[config.mk]
export PLATFORM = sky130hd
export DESIGN_NAME = muldiv_unit
export DESIGN_NICKNAME = d
export VERILOG_FILES = /design/src/rtl/muldiv_pkg.sv /design/src/rtl/muldiv_unit.sv
export SDC_FILE = /design/constraint.sdc
export NUM_CORES = 1
export LEC_CHECK = 0
export ABC_AREA = 0
export BUFFER_PORTS_ARGS = -buffer_cell sky130_fd_sc_hd__buf_2
export CAP_MARGIN = 20
export CORE_MARGIN = 2
export CORE_UTILIZATION = 35
export DETAILED_ROUTE_END_ITERATION = 16
export PLACE_DENSITY = 0.54
export SLEW_MARGIN = 20
export SYNTH_ARGS = -nofsm -noshare
export SYNTH_HDL_FRONTEND = slang
export SYNTH_SLANG_ARGS = --single-unit
[constraint.sdc]
create_clock -name clk -period 3.7 [get_ports clk]
set_input_delay 0.555 -clock clk [delete_from_list [all_inputs] [get_ports clk]]
set_output_delay 0.555 -clock clk [all_outputs]
set_load 0.005 [all_outputs]
[src/rtl/muldiv_pkg.sv]
// Shared op and FSM state encodings for the iterative multiply/divide unit.
package muldiv_pkg;

   typedef enum logic [1:0] {
      OP_MUL   = 2'b00,
      OP_MULHU = 2'b01,
      OP_DIVU  = 2'b10,
      OP_REMU  = 2'b11
   } op_e;

   typedef enum logic [1:0] {
      S_IDLE = 2'b00,
      S_RUN  = 2'b01,
      S_DONE = 2'b10
   } state_e;

endpackage

[src/rtl/muldiv_unit.sv]
// Iterative unsigned shift-add multiplier / restoring divider; wb_valid lands W+1 cycles after accept.
// No backpressure: start is dropped (not queued) while busy, and wb_valid is a one-cycle strobe.
module muldiv_unit
   import muldiv_pkg::*;
#(
   parameter int REG_DATA_WIDTH = 16,
   parameter int REG_ADDR_WIDTH = 4
) (
   input  logic                      clk,
   input  logic                      rst,
   input  logic                      start,
   input  logic [1:0]                op,
   input  logic [REG_DATA_WIDTH-1:0] rs1_data,
   input  logic [REG_DATA_WIDTH-1:0] rs2_data,
   input  logic [REG_ADDR_WIDTH-1:0] rd_addr_in,
   output logic                      busy,
   output logic                      wb_valid,
   output logic [REG_ADDR_WIDTH-1:0] wb_addr,
   output logic [REG_DATA_WIDTH-1:0] wb_data
);

   localparam int W     = REG_DATA_WIDTH;
   localparam int CNT_W = $clog2(REG_DATA_WIDTH);
   localparam logic [CNT_W-1:0] LAST_ITER = CNT_W'(W - 1);

   state_e              state;
   op_e                 op_q;
   logic [CNT_W-1:0]    cnt;
   logic [2*W-1:0]      acc;
   logic [W-1:0]        opb;
   logic [REG_ADDR_WIDTH-1:0] rd_q;

   logic                is_mul;
   logic [W+1:0]        alu_a;
   logic [W+1:0]        alu_sum;
   logic [2*W-1:0]      acc_next;
   logic [W-1:0]        result;

   assign is_mul = (op_q == OP_MUL) || (op_q == OP_MULHU);

   // acc upper half is the product high word or the partial remainder; lower half is multiplier or dividend/quotient.
   always_comb begin
      alu_a    = '0;
      alu_sum  = '0;
      acc_next = acc;
      result   = '0;
      if (is_mul) begin
         alu_a   = {2'b00, acc[2*W-1:W]};
         alu_sum = alu_a + {2'b00, opb};
         if (acc[0]) begin
            acc_next = {alu_sum[W:0], acc[W-1:1]};
         end else begin
            acc_next = {1'b0, acc[2*W-1:W], acc[W-1:1]};
         end
      end else begin
         alu_a   = {1'b0, acc[2*W-1:W], acc[W-1]};
         alu_sum = alu_a - {2'b00, opb};
         // Borrow clear means the trial subtract fits; otherwise keep the shifted remainder.
         if (!alu_sum[W+1]) begin
            acc_next = {alu_sum[W-1:0], acc[W-2:0], 1'b1};
         end else begin
            acc_next = {alu_a[W-1:0], acc[W-2:0], 1'b0};
         end
      end
      // MULHU and REMU take the upper half, MUL and DIVU the lower half.
      result = op_q[0] ? acc_next[2*W-1:W] : acc_next[W-1:0];
   end

   always_ff @(posedge clk or posedge rst) begin
      if (rst) begin
         state    <= S_IDLE;
         op_q     <= OP_MUL;
         cnt      <= '0;
         acc      <= '0;
         opb      <= '0;
         rd_q     <= '0;
         busy     <= 1'b0;
         wb_valid <= 1'b0;
         wb_addr  <= '0;
         wb_data  <= '0;
      end else begin
         case (state)
            S_IDLE: begin
               if (start) begin
                  op_q  <= op_e'(op);
                  opb   <= op[1] ? rs2_data : rs1_data;
                  acc   <= {{W{1'b0}}, (op[1] ? rs1_data : rs2_data)};
                  rd_q  <= rd_addr_in;
                  cnt   <= '0;
                  busy  <= 1'b1;
                  state <= S_RUN;
               end
            end
            S_RUN: begin
               acc <= acc_next;
               cnt <= cnt + 1'b1;
               if (cnt == LAST_ITER) begin
                  wb_valid <= 1'b1;
                  wb_addr  <= rd_q;
                  wb_data  <= result;
                  state    <= S_DONE;
               end
            end
            S_DONE: begin
               wb_valid <= 1'b0;
               busy     <= 1'b0;
               state    <= S_IDLE;
            end
            default: begin
               wb_valid <= 1'b0;
               busy     <= 1'b0;
               state    <= S_IDLE;
            end
         endcase
      end
   end

endmodule

# --- Yosys cells after proc, flatten, opt, wreduce, memory -nomap -nowiden ---
# Cells that the tools add are included.
totals:
  output_inout_bits: 22
  elab_cells: 47
  input_bits: 41
  reg_bits: 82
op_classes:
  n_mux: 17
  bitwise: 2
  reduce_logical: 10
  addsub: 3
  n_eq_ne: 5
op_table:
  columns: ["operator", "n"]
  rows:
  - ["2-to-1 mux 32 bit", 4]
  - ["case mux 32 bit (2 select lines)", 1]
  - ["2-to-1 mux 16 bit", 3]
  - ["subtractor 17 x 16 -> 18 bit", 1]
  - ["adder 16 x 16 -> 17 bit", 1]
  - ["AND reduction 2 bit", 6]
  - ["case mux 4 bit (2 select lines)", 1]
  - ["adder 4 x 1 -> 4 bit, second input constant", 1]
  - ["equality test 2 x 1 -> 1 bit, second input constant", 2]
  - ["equality test 4 bit, second input constant", 1]
  - ["logical NOT 2 bit", 2]
  - ["2-to-1 mux 2 bit", 2]
  - ["2-to-1 mux 4 bit", 1]
  - ["inequality test 2 bit, second input constant", 2]
  - ["case mux 1 bit (2 select lines)", 2]
  - ["case mux 2 bit (2 select lines)", 1]
  - ["2-to-1 mux 1 bit", 2]
  - ["NOT 1 bit", 2]
  - ["nonzero test 2 bit", 1]
  - ["logical OR 1 bit", 1]

# --- Depth between registers and ports, before layout ---
depth:
  depth_word: 4
  mapped_depth: 12
  ltp_nobuf: 11

# --- Least setup slack after synthesis ---
# No wires, ideal clock.
synth_path:
  kind: "reg2reg"
  start: "register acc[25]"
  end: "register wb_data[6]"
  n_path_buf: 0
  path_stages_with_launch: 10
  required_ps: 3575
  period_less_slack_ps: 2992
  slack_ps: 708
  setup_ps: 125
  t_arrival_ps: 2867
  cell_sequence: "dfrtp_1 > ha_1 > a21o_1 > a21o_1 > a221o_1 > o21ai_4 > nand2_4 > mux2_4 > mux4_2 > mux2_4"
synth_via:
  elab_chain_len: 4
synth_lines:
  columns: ["item", "line_no", "source"]
  rows:
  - ["from (decl)", "muldiv_unit.sv:29", "logic [2*W-1:0] acc;"]
  - ["from (signal assigned)", "muldiv_unit.sv:87", "acc <= {{W{1'b0}}, (op[1] ? rs1_data : rs2_data)};"]
  - ["from (signal assigned)", "muldiv_unit.sv:95", "acc <= acc_next;"]
  - ["subtractor 17 x 16 -> 18 bit", "muldiv_unit.sv:57", "alu_sum = alu_a - {2'b00, opb};"]
  - ["2-to-1 mux 32 bit", "muldiv_unit.sv:59", "if (!alu_sum[W+1]) begin"]
  - ["2-to-1 mux 32 bit", "muldiv_unit.sv:47", "if (is_mul) begin"]
  - ["2-to-1 mux 16 bit", "muldiv_unit.sv:66", "result = op_q[0] ? acc_next[2*W-1:W] : acc_next[W-1:0];"]
  - ["to (signal assigned)", "muldiv_unit.sv:100", "wb_data <= result;"]
  - ["to (decl)", "muldiv_unit.sv:19", "output logic [REG_DATA_WIDTH-1:0] wb_data"]
# Every way passes these cells.
# A chain may end at the register's enable or synchronous reset.

# --- Final worst setup path ---
# Ends and elaborated chain as after synthesis.

==> impl_metrics.tcl <==
set metrics [dict create \
    crit_path_max_fanout 15 \
    fin_skew_ns 0.006073 \
    synth_fa_ha_area_share_pct 7.257 \
    syn2layout_area_growth_pct 14.62 \
    synth_mux_area_share_pct 11.89 \
    yosysMostFrequentCell "nand2_1" \
    fin_cells 1016 \
    syn_inst 739 \
    report.final.slew_viol_count 0 \
    r2r_cells 9 \
    synth-seq-cells 82 \
    drt_iter0_markers 486 \
    max_slew_margin_pct 37.51 \
    finalCritPeriodShare_pct 89.90 \
    num_antenna_cells 0 \
    cts_root_buf "clkbuf_16" \
    synth.area.top_cells "dfrtp_1 33%, mux2i_1 9.8%, ha_1 6.6%, nand2_1 5.5%, o21ai_0 4.7%" \
    final-hold-violation-count 0 \
    htree_num_levels 3 \
    crit_type "reg2reg" \
    fin_util_pct 41.21 \
    die_area_mm2 0.01892 \
    dp_cells 1000 \
    dp_slack_ns 0.3884 \
    drt-total-wl_um 19950 \
    syn_area_mm2 0.006241 \
    dr_total_vias 5811 \
    tightestPinTransition_ns 0.9373 \
    status "complete, no violations" \
    grt_pass1_vias 5490 \
    grt_util_all_layers_pct 21.61 \
    fp.dieW_um 137.5 \
    synth_top_area_share_pct 32.88 \
    synthTopCellsByCount "91 x nand2_1, 82 x dfrtp_1, 70 x nor2_1" \
    setup_tns_ns 0 \
    row_count 48 \
    core_region_area_mm2 0.01736 \
    clock_latency_ns 0.35 \
    avgSynthCellArea_um2 8.445 \
    drive_gt1_share_pct 14.29 \
    post_cts_buffers 0 \
    grt_pass1_wl_um 31020 \
    initial_core_util_pct 35.96 \
    clkTransAtPathRegs_ns 0.06 \
    vias_per_cell 5.719 \
    io_buffers 62 \
    dp_hpwl_um 14960 \
    die_y_um 137.5 \
    ant_nets 0 \
    synthSimpleGateAreaFrac_pct 15.32 \
    period_needed_ns 3.326 \
    antenna_found_initial 0 \
    firstDrtPassIters 5 \
    cp.required_ns 3.94 \
    hold_buffers 0 \
    drc 0 \
    synth_compound_area_share_pct 24.64 \
    yosysUniqueCellTypes 64 \
    async_reset_ff_share_pct 100.0 \
    holdCritPathClass "in2async" \
    synth-main-ff-cell "dfrtp_1" \
    synth_top_family_by_area "compound AO/OA/AOI/OAI gates" \
    ctsLongestPathBuffers 2 \
    cp_data_arrival_time_ns 3.56 \
    synth_warnings 0 \
    endpoint_kind "flop" \
    ioPinCount 63 \
    setup_violations 0 \
    max_freq_mhz 300.6 \
    wl_per_cell_um 19.64 \
    cts_tree "yes" \
    setup_ws_ns 0.3736 \
    grt.overflow.total 0 \
    synth-xor-area-share_pct 2.666 \
    synth_largest_area_cell "dfrtp_1" \
    syn-num-nets 815 \
    cts_resized 0 \
    grt_max_degree 34 \
    ys_seq_area_share_pct 32.88 \
    grt_setup_unrepaired "no" \
    nets 862 \
    start_kind "flop" \
    gp_congestion 0.9699 \
    synth_edf_count 0 \
    numCtsBuffers 9 \
    cap_violations 0 \
    cts_num_sinks 82 \
]
-- state kept, by name, indices dropped and copies added, names as in the netlist --
register  flops
busy          1
wb_valid      1
state         2
wb_addr       4
cnt           4
rd_q          4
op_q          2
acc          32
wb_data      16
opb          16
-- stage by stage --
step / area [um^2] / hold slack (ns)
6_report: 7153 / 0.2351
2_1_floorplan: 6241 / 0.4386
3_3_place_gp: 6802 / 0.4510
3_5_place_dp: 6802 / 0.4526
4_1_cts: 7153 / 0.2614
5_1_grt: 7153 / 0.2692
-- layout by cell type (no fill, tap or decap), types with 5 or more instances in the layout --
master,synthesis,final
a211o_1,8,8
a211oi_1,13,13
a21o_1,15,15
a21oi_1,53,53
a221oi_1,16,16
a22o_1,10,10
a31oi_1,5,5
and3_1,5,5
buf_2,0,62
buf_4,0,19
clkbuf_16,0,9
dfrtp_1,82,81
ha_1,33,33
inv_1,40,39
mux2i_1,61,61
nand2_1,91,91
nand3_1,9,9
nor2_1,70,70
nor2b_1,8,8
nor3_1,10,10
o21ai_0,59,59
o21bai_1,5,5
o31ai_1,6,6
xnor2_1,13,13
xor2_1,6,6
-- kinds of logic (layout without fill, tap and decap cells) --
| logic type | count (synthesis) | in the layout |
|---|---|---|
| AND/OR/NAND/NOR | 218 | 218 |
| AO/OA/AOI/OAI | 230 | 230 |
| XOR/XNOR | 19 | 19 |
| buffers and inverters | 87 | 139 |
| adder cells (fa/ha/maj) | 35 | 35 |
| multiplexers | 68 | 68 |
| flip-flops | 82 | 82 |
-- final cells by class --
| class | instances | area, um^2 |
|---|---|---|
| inverter | 42 | 158.9 |
| timing repair buffer | 81 | 452.9 |
| multi-input combinational | 570 | 3855 |
| fill | 1763 | 10200 |
| clock buffer | 10 | 239.0 |
| tap | 225 | 281.5 |
| clock inverter | 6 | 112.6 |
| sequential | 82 | 2053 |
-- worst paths after layout --
kind / startpoint / to / slack (ns)
max: acc[25] / wb_data[6] / 0.37
min: rst / cnt[0] / 0.24
max reg2reg: acc[25] / wb_data[6] / 0.37
min reg2reg: rd_q[1] / wb_addr[1] / 0.47
max in group asynchronous: rst / wb_data[14] / 2.59
min in group clk: op[0] / op_q[0] / 0.39
-- critical path, stage by stage, from the launching register on --
cell	delay (ns)
dfrtp_1	0.45
ha_1	0.41
a21o_1	0.20
a21o_1	0.16
a221o_1	0.41
o21ai_4	0.29
nand2_4	0.21
mux2_4	0.36
mux4_2	0.46
mux2_4	0.27
-- per-layer routing --
layer,vias up,wire (um),global-route usage (%)
li1,2773,-,-
met1,2815,8962,29.46
met2,199,9622,35.74
met3,24,1039,3.606
met4,0,327,5.269
met5,-,0,0
Power is left out: the tool's default activity adds up to more than one toggle a clock period on the data nets, which glitch-free logic cannot reach.
